**config.mk**
```make
export PLATFORM = sky130hd
export DESIGN_NAME = chargen_fifo
export DESIGN_NICKNAME = d
export VERILOG_FILES = /design/src/rtl/chargen_pkg.sv /design/src/rtl/sync_fifo.sv /design/src/rtl/chargen_fifo.sv
export SDC_FILE = /design/constraint.sdc
export NUM_CORES = 1
export LEC_CHECK = 0
export CORE_UTILIZATION = 60
export CTS_BUF_LIST = sky130_fd_sc_hd__clkbuf_8
export CTS_CLUSTER_DIAMETER = 120
export CTS_CLUSTER_SIZE = 12
export DETAILED_ROUTE_END_ITERATION = 10
export DONT_BUFFER_PORTS = 1
export PLACE_DENSITY = 0.82
export RECOVER_POWER = 25
export SYNTH_ARGS = -nofsm -noshare
export SYNTH_HDL_FRONTEND = slang
export SYNTH_HIERARCHICAL = 1
export SYNTH_SLANG_ARGS = --single-unit
```
**constraint.sdc**
```tcl
create_clock -name clk -period 3.85 [get_ports clk]
set_input_delay 1.155 -clock clk [delete_from_list [all_inputs] [get_ports clk]]
set_output_delay 1.155 -clock clk [all_outputs]
set_load 0.01 [all_outputs]
```
**src/rtl/chargen_pkg.sv**
```systemverilog
// Shared constants, FSM state type and character wrap helper for the
// character generator.
package chargen_pkg;

    localparam logic [7:0] ASCII_FIRST = 8'h20;
    localparam logic [7:0] ASCII_LAST  = 8'h7E;
    localparam logic [7:0] ASCII_CR    = 8'h0D;
    localparam logic [7:0] ASCII_LF    = 8'h0A;

    typedef enum logic [1:0] {
        IDLE,
        CHAR,
        CR,
        LF
    } chargen_state_t;

    function automatic logic [7:0] next_char(input logic [7:0] c);
        return (c == ASCII_LAST) ? ASCII_FIRST : c + 8'd1;
    endfunction

endpackage

```
**src/rtl/sync_fifo.sv**
```systemverilog
// First-word-fall-through FIFO on a register array; the head entry is read
// combinationally so a push into an empty FIFO is visible after one edge.
module sync_fifo #(
    parameter int DW = 8,
    parameter int AW = 4
) (
    input  logic          clk,
    input  logic          n_rst,
    input  logic          push,
    input  logic [DW-1:0] push_data,
    input  logic          ready,
    output logic [DW-1:0] rd_data,
    output logic          valid,
    output logic          full,
    output logic [AW:0]   count
);

    localparam int DEPTH = 1 << AW;

    logic [DW-1:0] mem_reg [DEPTH];
    logic [AW-1:0] wr_ptr_reg;
    logic [AW-1:0] rd_ptr_reg;
    logic [AW:0]   count_reg;
    logic          do_push;
    logic          do_pop;

    // Full comes from the registered count, so a pop in the same cycle
    // never frees a slot for the push.
    assign full    = (count_reg == (AW+1)'(DEPTH));
    assign valid   = (count_reg != '0);
    assign do_push = push && !full;
    assign do_pop  = valid && ready;
    assign rd_data = mem_reg[rd_ptr_reg];
    assign count   = count_reg;

    always_ff @(posedge clk or negedge n_rst) begin
        if (!n_rst) begin
            wr_ptr_reg <= '0;
            rd_ptr_reg <= '0;
            count_reg  <= '0;
            for (int i = 0; i < DEPTH; i++) begin
                mem_reg[i] <= '0;
            end
        end else begin
            if (do_push) begin
                mem_reg[wr_ptr_reg] <= push_data;
                wr_ptr_reg          <= wr_ptr_reg + 1'b1;
            end
            if (do_pop) begin
                rd_ptr_reg <= rd_ptr_reg + 1'b1;
            end
            case ({do_push, do_pop})
                2'b10:   count_reg <= count_reg + 1'b1;
                2'b01:   count_reg <= count_reg - 1'b1;
                default: count_reg <= count_reg;
            endcase
        end
    end

endmodule

```
**src/rtl/chargen_fifo.sv**
```systemverilog
// RFC 864-style character generator writing rotating printable-ASCII lines
// terminated by CR LF into a FWFT FIFO drained over valid/ready.
module chargen_fifo
    import chargen_pkg::*;
#(
    parameter int LINE_LEN = 72,
    parameter int AW       = 4
) (
    input  logic        clk,
    input  logic        n_rst,
    input  logic        en,
    output logic [7:0]  tx_data,
    output logic        tx_valid,
    input  logic        tx_ready,
    output logic [AW:0] fifo_level,
    output logic        line_strobe
);

    chargen_state_t state_reg, state_next;
    logic [7:0]     cur_char_reg, cur_char_next;
    logic [7:0]     line_start_reg, line_start_next;
    logic [7:0]     col_reg, col_next;
    logic           push;
    logic [7:0]     push_data;
    logic           full;
    logic           can_push;

    // Disabled or full both simply hold every register, so nothing is
    // skipped or repeated when generation resumes.
    assign can_push = en && !full;

    always_ff @(posedge clk or negedge n_rst) begin
        if (!n_rst) begin
            state_reg      <= IDLE;
            cur_char_reg   <= ASCII_FIRST;
            line_start_reg <= ASCII_FIRST;
            col_reg        <= '0;
        end else begin
            state_reg      <= state_next;
            cur_char_reg   <= cur_char_next;
            line_start_reg <= line_start_next;
            col_reg        <= col_next;
        end
    end

    always_comb begin
        state_next      = state_reg;
        cur_char_next   = cur_char_reg;
        line_start_next = line_start_reg;
        col_next        = col_reg;
        push            = 1'b0;
        push_data       = cur_char_reg;
        line_strobe     = 1'b0;
        case (state_reg)
            IDLE: begin
                if (en) begin
                    state_next    = CHAR;
                    cur_char_next = line_start_reg;
                end
            end
            CHAR: begin
                if (can_push) begin
                    push          = 1'b1;
                    cur_char_next = next_char(cur_char_reg);
                    col_next      = col_reg + 8'd1;
                    if (col_reg == 8'(LINE_LEN - 1)) begin
                        state_next = CR;
                    end
                end
            end
            CR: begin
                push_data = ASCII_CR;
                if (can_push) begin
                    push       = 1'b1;
                    state_next = LF;
                end
            end
            LF: begin
                push_data = ASCII_LF;
                if (can_push) begin
                    push            = 1'b1;
                    line_strobe     = 1'b1;
                    line_start_next = next_char(line_start_reg);
                    cur_char_next   = next_char(line_start_reg);
                    col_next        = '0;
                    state_next      = CHAR;
                end
            end
            default: state_next = IDLE;
        endcase
    end

    sync_fifo #(
        .DW(8),
        .AW(AW)
    ) u_fifo (
        .clk       (clk),
        .n_rst     (n_rst),
        .push      (push),
        .push_data (push_data),
        .ready     (tx_ready),
        .rd_data   (tx_data),
        .valid     (tx_valid),
        .full      (full),
        .count     (fifo_level)
    );

endmodule

```
==> results of run 1 <==
-- cell families after synthesis --
group                      synth area share, %
muxes                                    25.74
DFF                                      48.09
and+or+nand+nor                          9.829
AOI/OAI and AO/OA                        8.016
buffers and inverters                    3.339
xor gates and xnor gates                 2.015
adders and majority gates                2.964
-- cell usage after synthesis (4+ instances only) --
| master | count | area share, % |
|---|---|---|
| sky130_fd_sc_hd__a21oi_1 | 9 | 0.52 |
| sky130_fd_sc_hd__nand3_4 | 12 | 2.4 |
| sky130_fd_sc_hd__nor2_1 | 17 | 0.73 |
| sky130_fd_sc_hd__nand2_1 | 31 | 1.3 |
| sky130_fd_sc_hd__o21ai_0 | 19 | 1.1 |
| sky130_fd_sc_hd__ha_1 | 19 | 2.7 |
| sky130_fd_sc_hd__mux2_2 | 123 | 16 |
| sky130_fd_sc_hd__mux4_2 | 16 | 4.1 |
| sky130_fd_sc_hd__nor3_1 | 11 | 0.63 |
| sky130_fd_sc_hd__dfrtp_1 | 165 | 47 |
| sky130_fd_sc_hd__buf_2 | 21 | 1.2 |
| sky130_fd_sc_hd__nor4_1 | 7 | 0.50 |
| sky130_fd_sc_hd__nand3_1 | 11 | 0.63 |
| sky130_fd_sc_hd__inv_1 | 18 | 0.78 |
| sky130_fd_sc_hd__xnor2_1 | 16 | 1.6 |
| sky130_fd_sc_hd__xor2_1 | 4 | 0.40 |
| sky130_fd_sc_hd__a221oi_1 | 19 | 1.9 |
| sky130_fd_sc_hd__clkbuf_1 | 16 | 0.69 |
| sky130_fd_sc_hd__mux2_1 | 10 | 1.3 |
| sky130_fd_sc_hd__o21a_1 | 4 | 0.35 |
| sky130_fd_sc_hd__mux2i_1 | 35 | 4.0 |
| sky130_fd_sc_hd__nor2b_1 | 5 | 0.36 |
| sky130_fd_sc_hd__a22oi_1 | 9 | 0.78 |
-- worst max path at each step --
stage,from,endpoint,slack (ns),cells past startpoint
after floorplan,en,u_fifo/count[4],0.42,12
after global placement,en,u_fifo/count[4],0.70,10
after detailed placement,en,u_fifo/count[4],0.59,10
after CTS,u_fifo/rd_ptr_reg[2],tx_data[3],0.15,4
after global routing,u_fifo/count[0],line_strobe,0.20,4
final,u_fifo/count[0],line_strobe,0.38,4
-- power by group --
| group | leakage [nW] | total [mW] | internal (mW) | switching (mW) |
|---|---|---|---|---|
| Sequential | 2.19 | 2.76 | 2.26 | 0.490 |
| Clock | 0.216 | 1.27 | 0.619 | 0.653 |
| Combinational | 1.77 | 2.99 | 1.29 | 1.70 |
| Total | 4.18 | 7.02 | 4.17 | 2.84 |
-- through the flow --
stage          hold WS [ns]  worst slack (ns)
2_1_floorplan        0.4589            0.4175
3_3_place_gp         0.4689            0.7017
3_5_place_dp         0.4785            0.5922
5_1_grt              0.3352            0.1994
6_report             0.3776            0.3774
4_1_cts              0.3510            0.1454
-- routing by layer --
metal	vias to the layer above	global-route usage, %
li1	2465	-
met1	2802	35.75
met2	175	42.10
met3	43	6.691
met4	0	13.19
met5	-	0
-- worst reg2reg max path, delay by kind of cell, from the launching register on --
kind | cells | cell delay (ns)
adders and majority gates | 2 | 0.58
muxes | 1 | 0.25
and+or+nand+nor | 4 | 1.06
xor gates and xnor gates | 1 | 0.14
DFF | 1 | 0.51
buffers and inverters | 1 | 0.06
AOI/OAI and AO/OA | 3 | 0.51
-- area by class of cell --
type	instances	area (um^2)	area share (%)
Inverter	18	67.56	0.7351
Multi-Input combinational cell	442	4225	45.97
Clock buffer	19	261.5	2.845
Sequential cell	167	4183	45.51
Clock inverter	13	141.4	1.538
Tap cell	180	225.2	2.450
Timing Repair Buffer	10	87.58	0.9529
-- repair_timing --
item	CTS	global route
endpoints found under the setup margin	0	8
hold endpoints to repair	0	0
gates resized for setup	0	1
==> implementation parameters, run 1 <==
Parameter                              Value

Worst setup path
  Capturing point of the worst reg2reg path    u_fifo/count[4]
  Worst Path Buf+Inv    1
  Critical R2R Launch    u_fifo/count[0]
  Longest individual stage delay on the worst path    approximately 0.5 ns
  Worst reg-to-reg setup slack    0.66 ns
  Sequence of cells on the critical path    nor4_4, and2_2, nand3b_1, inv_1
  Worst-case reg-to-reg path depth    12
  Startpoint types    flop
  Critical path type    reg -> out
  Worst Setup End Kind    output pin
  CP Data Required Time    2.69 ns
  Library cell contributing the largest single delay on the critical path    sky130_fd_sc_hd__dfrtp_1
  Endpoint arrival time on the critical path    approximately 2.3 ns
  Maximum fanout encountered on the critical timing path    14
  Kind of cell adding the most delay to the critical path    simple AND/OR/NAND/NOR gates

Floorplan
  Die outline area    between 10000 and 15000 um^2
  Vertical die dimension    122.4 um
  Total I/O pin count    19
  Core footprint    13990 um^2
  Initial Util    62.16%
  Row count    between 40 and 50
  Horizontal die dimension    122.4 um

CTS
  Hold_buf cts    0
  Count of buffers added by post-CTS timing repair for setup    0
  Clock transition time at the flip-flop clock pins of the worst setup and hold paths    0.09 ns
  Total number of clock tree sinks    ~170
  CTS Root Buffer Type    sky130_fd_sc_hd__clkbuf_8
  Later-pin clock latency in the skew report    0.47 ns
  TritonCTS clock tree    built
  Number of buffers added by the clock tree synthesis step    17
  Number of levels the H-tree was split into    4
  Number of buffers on the longest clock path    2

Synth
  Flip-flop cell with the highest count after synthesis    sky130_fd_sc_hd__dfrtp_1
  Post-synthesis sequential area ratio    48.09%
  Post-synthesis cell count    669
  Post-synth design cell area    just under 9000 um^2
  FFs w/ async S/R, synth    100.0%
  Number of synthesis warnings    6
  EDFF count, synth    0
  Seq cells post-synth    around 170
  Net Count, Synth    slightly below 700
  Post-synth cell types    72
  Mean Syn Cell Area    13.00 um^2

Final layout
  Area overhead of the layout relative to synthesis    5.713%
  Number of flip-flops in the largest register    128
  Leading cell types in the layout, fill and taps excluded    sky130_fd_sc_hd__dfrtp_1, sky130_fd_sc_hd__mux2_2, sky130_fd_sc_hd__mux2i_1
  Post-Layout Inst Area    between 9000 and 10000 um^2
  Final core utilization    65.71%
  Number of antenna diodes    0
  Number of cells in the finished layout apart from fillers    849
  Fillers    983
  Share of layout cells above drive strength 1    32.29%
  Most common cell after layout, fill and taps aside    sky130_fd_sc_hd__dfrtp_1
  Number of nets in the layout    680

Placement
  Port Buf Inserts    0
  Global placer's final weighted congestion    a little under 1
  Inst Count DP    817
  Final HPWL DP    around 13000 um
  Placed inst area    between 8000 and 9000 um^2

Route
  Top routing layer in use    met4
  Remaining number of nets flagged by the antenna check after routing    0
  Wire length on met2    8916 um
  Post-detailed-route DRC marker count    0
  Met3 Wirelength    around 950 um
  Wire length per cell    21.75 um
  Post-Route M1 WL    7942 um
  Length of the first detailed-routing pass in iterations    4
  Routed vias/inst    6.461
  Routed WL    roughly 18000 um
  Number of DRC violations after detailed-routing iteration 0    roughly 400
  Vias    5485

Timing
  Final worst path period need    3.473 ns
  Actual transition at the worst max-transition pin    0.8850 ns
  Post-Route Setup TNS    0 ns
  Post-route fraction of the period consumed by the critical path    90.20%
  Total of endpoints with negative setup slack in the final report    0
  Unrepaired setup endpoints after global routing    no
  Fin. max-slew vios    0
  Count of endpoints failing hold in the final timing report    0
  Highest Clock Rate    288.0 MHz
  Worst Skew    0.01089 ns
  Tightest slew margin relative to the limit    about two fifths

GRT
  Residual overflow from global routing    0
  Wire length of the first global-routing pass    29950 um
  Vias in the first global route    5569
  Pin count of the biggest net entering global routing    168
  Initial antenna violation count    0
  Total routing usage reported by global routing    27.14%

Power and ir drop
  Power density relative to cell area    763.4 nW/um^2
  Leakage dissipation    4.176 nW
  Worst-case vdd ir drop    0.3475 mV
  Power, Total    7.017 mW

Outcome
  Run status    finished, final reports clean

Worst hold path
  Worst hold-check path type    in -> async

Run
  Number of maximum-capacitance violations    0
Note: power is estimated with default switching activity, not from simulation.
==> run 2: changes to the inputs <==
- ABC_AREA: not set -> 1
- clock period: 3.85 -> 4.38 ns (I/O delays scaled with it)
==> run 2 against run 1 <==
  * Register-to-register slack better by 0.80 ns
  * Flip-flop and latch count unchanged
  * Total power increased by 8.9%
  * First-iteration DRC count rose to 2.7 times the previous value
  * Count of clock-buffer cells in the layout fell by 1
  * Highest routed layer unchanged
  * Critical path type unchanged
==> implementation parameters, run 2 <==
Parameter                              Value

CTS
  Number of levels the H-tree was split into    4
  Count of buffers added by post-CTS timing repair for setup    0
  Number of buffers added by the clock tree synthesis step    17
  TritonCTS clock tree    built
  Hold_buf cts    0
  CTS Root Buffer Type    sky130_fd_sc_hd__clkbuf_8
  Later-pin clock latency in the skew report    0.48 ns
  Number of buffers on the longest clock path    2
  Clock transition time at the flip-flop clock pins of the worst setup and hold paths    roughly 0.090 ns
  Total number of clock tree sinks    167
  Resized Gates After CTS    0

Power and ir drop
  Worst-case vdd ir drop    0.8558 mV
  Power, Total    7.639 mW
  Leakage dissipation    5.437 nW
  Power density relative to cell area    740.4 nW/um^2

Final layout
  Area overhead of the layout relative to synthesis    2.042%
  Share of layout cells above drive strength 1    under 10%
  Final core utilization    ~62%
  Fillers    between 1000 and 1500
  Most common cell after layout, fill and taps aside    sky130_fd_sc_hd__nand2_1
  Number of nets in the layout    1315
  Number of antenna diodes    0
  Number of cells in the finished layout apart from fillers    between 1500 and 2000
  Number of flip-flops in the largest register    128
  Leading cell types in the layout, fill and taps excluded    sky130_fd_sc_hd__nand2_1, sky130_fd_sc_hd__dfrtp_1, sky130_fd_sc_hd__nand4_1
  Post-Layout Inst Area    approximately 10000 um^2

Placement
  Final HPWL DP    14850 um
  Inst Count DP    1492
  Placed inst area    9915 um^2
  Global placer's final weighted congestion    roughly 0.89
  Port Buf Inserts    0

Synth
  Mean Syn Cell Area    7.585 um^2
  Most frequently used cell type in the post-synthesis netlist    sky130_fd_sc_hd__nand2_1
  Area share of the largest cell type after synthesis    40.84%
  Flip-flop cell with the highest count after synthesis    sky130_fd_sc_hd__dfrtp_1
  Post-synthesis sequential area ratio    41.36%
  List of most frequent post-synthesis cells    sky130_fd_sc_hd__nand2_1, sky130_fd_sc_hd__dfrtp_1, sky130_fd_sc_hd__nand4_1
  Post-synth cell types    a little over 40
  Number of synthesis warnings    6
  FFs w/ async S/R, synth    100.0%
  Post-synth design cell area    10110 um^2
  Net Count, Synth    about 1400
  Post-synthesis cell count    1333
  EDFF count, synth    0
  Seq cells post-synth    about 170
  Synth area leaders    sky130_fd_sc_hd__dfrtp_1, sky130_fd_sc_hd__nand2_1, sky130_fd_sc_hd__nand4_1
  Cell taking the most area after synthesis    sky130_fd_sc_hd__dfrtp_1

Run
  Number of maximum-capacitance violations    0

Timing
  Worst Skew    0.01763 ns
  Count of endpoints failing hold in the final timing report    0
  Actual transition at the worst max-transition pin    0.9620 ns
  Tightest slew margin relative to the limit    35.78%
  Fin. max-slew vios    0
  Unrepaired setup endpoints after global routing    no
  Post-route fraction of the period consumed by the critical path    85.44%
  Final worst path period need    3.742 ns
  Highest Clock Rate    approximately 270 MHz
  Post-Route Setup TNS    0 ns
  Total of endpoints with negative setup slack in the final report    0

GRT
  Vias in the first global route    7918
  Initial antenna violation count    0
  Residual overflow from global routing    0
  Pin count of the biggest net entering global routing    168
  Wire length of the first global-routing pass    40200 um
  Total routing usage reported by global routing    between 20% and 30%

Floorplan
  Horizontal die dimension    131.8 um
  Total I/O pin count    19
  Die outline area    between 15000 and 20000 um^2
  Row count    47
  Initial Util    61.19%
  Vertical die dimension    ~130 um
  Core footprint    ~17000 um^2

Route
  Routed WL    around 24000 um
  Length of the first detailed-routing pass in iterations    5
  Routed vias/inst    5.684
  Remaining number of nets flagged by the antenna check after routing    0
  Number of DRC violations after detailed-routing iteration 0    roughly 1100
  Post-detailed-route DRC marker count    0
  Wire length per cell    15.70 um
  Vias    8663

Outcome
  Run status    finished, final reports clean

Worst setup path
  CP Data Required Time    3.07 ns
  Endpoint arrival time on the critical path    about 2.4 ns
  Startpoint types    flop
  Worst Setup End Kind    output pin
  Critical path type    reg -> out
  Maximum fanout encountered on the critical timing path    50

Worst hold path
  Worst hold-check path type    reg -> reg
[run 2: changes by cell type after synthesis, moves of 69 or more]
| cell | delta |
|---|---|
| sky130_fd_sc_hd__nand4_1 | +135 |
| sky130_fd_sc_hd__nand3_1 | +70 |
| sky130_fd_sc_hd__inv_1 | +92 |
| sky130_fd_sc_hd__nor2_1 | +69 |
| sky130_fd_sc_hd__nand2_1 | +518 |
| sky130_fd_sc_hd__mux2_2 | -123 |
[run 2: cells by family after synthesis]
family | count (synthesis) | synth area share (%)
fa+ha+maj | 20 | 2.549
compound gates | 39 | 2.029
simple gates | 907 | 42.84
buf+inv | 190 | 10.36
flops | 167 | 41.36
xor+xnor | 10 | 0.8663
[run 2: through the flow]
step | hold WS [ns] | setup WS, ns
after floorplan | 0.4419 | 1.265
after global placement | 0.4531 | 1.166
after detailed placement | 0.4581 | 1.149
after CTS | 0.4799 | 0.7031
after global routing | 0.4768 | 0.5470
final | 0.4800 | 0.6377
[run 2: path summary, 6_finish.rpt]
kind / from / endpoint / slack, ns / cells past startpoint
min reg2reg: u_fifo/mem_reg[57] / u_fifo/mem_reg[57] / 0.48 / 2
min: u_fifo/mem_reg[57] / u_fifo/mem_reg[57] / 0.48 / 2
max in group asynchronous: n_rst / line_start_reg[5] / 3.52 / 0
min in group asynchronous: n_rst / u_fifo/mem_reg[73] / 0.51 / 0
max reg2reg: u_fifo/count[1] / u_fifo/count[4] / 1.46 / 12
max: u_fifo/rd_ptr_reg[0] / tx_data[0] / 0.64 / 6
[run 2: critical path, stage by stage, from the launching register on]
cell and delay (ns):
sky130_fd_sc_hd__dfrtp_2 0.54, sky130_fd_sc_hd__inv_2 0.75, sky130_fd_sc_hd__nand2_1 0.13, sky130_fd_sc_hd__nand3_1 0.12, sky130_fd_sc_hd__nand3_1 0.13, sky130_fd_sc_hd__nand2_1 0.14, sky130_fd_sc_hd__nand2_1 0.12
[run 2: layout make-up]
type,instances,area (um^2),share of cell area (%)
Inverter,118,450.4,4.366
Clock inverter,14,155.1,1.504
Timing Repair Buffer,11,107.6,1.043
Multi-Input combinational cell,976,4898,47.48
Sequential cell,167,4183,40.54
Clock buffer,18,247.7,2.401
Tap cell,220,275.3,2.668
[run 2: layer usage]
metal  part of all wire, %  GRT usage, %  up-vias
met5                     0             0        -
met4                   2.0         9.496        0
met3                   8.7         6.190       36
met2                    44         43.00      348
met1                    45         42.42     4078
li1                      -             -     4201
[run 2: where the power goes]
group | leakage, nW | internal [mW] | switching (mW) | total [mW]
Combinational | 3.06 | 1.09 | 2.74 | 3.83
Sequential | 2.18 | 2.17 | 0.488 | 2.66
Clock | 0.202 | 0.492 | 0.654 | 1.15
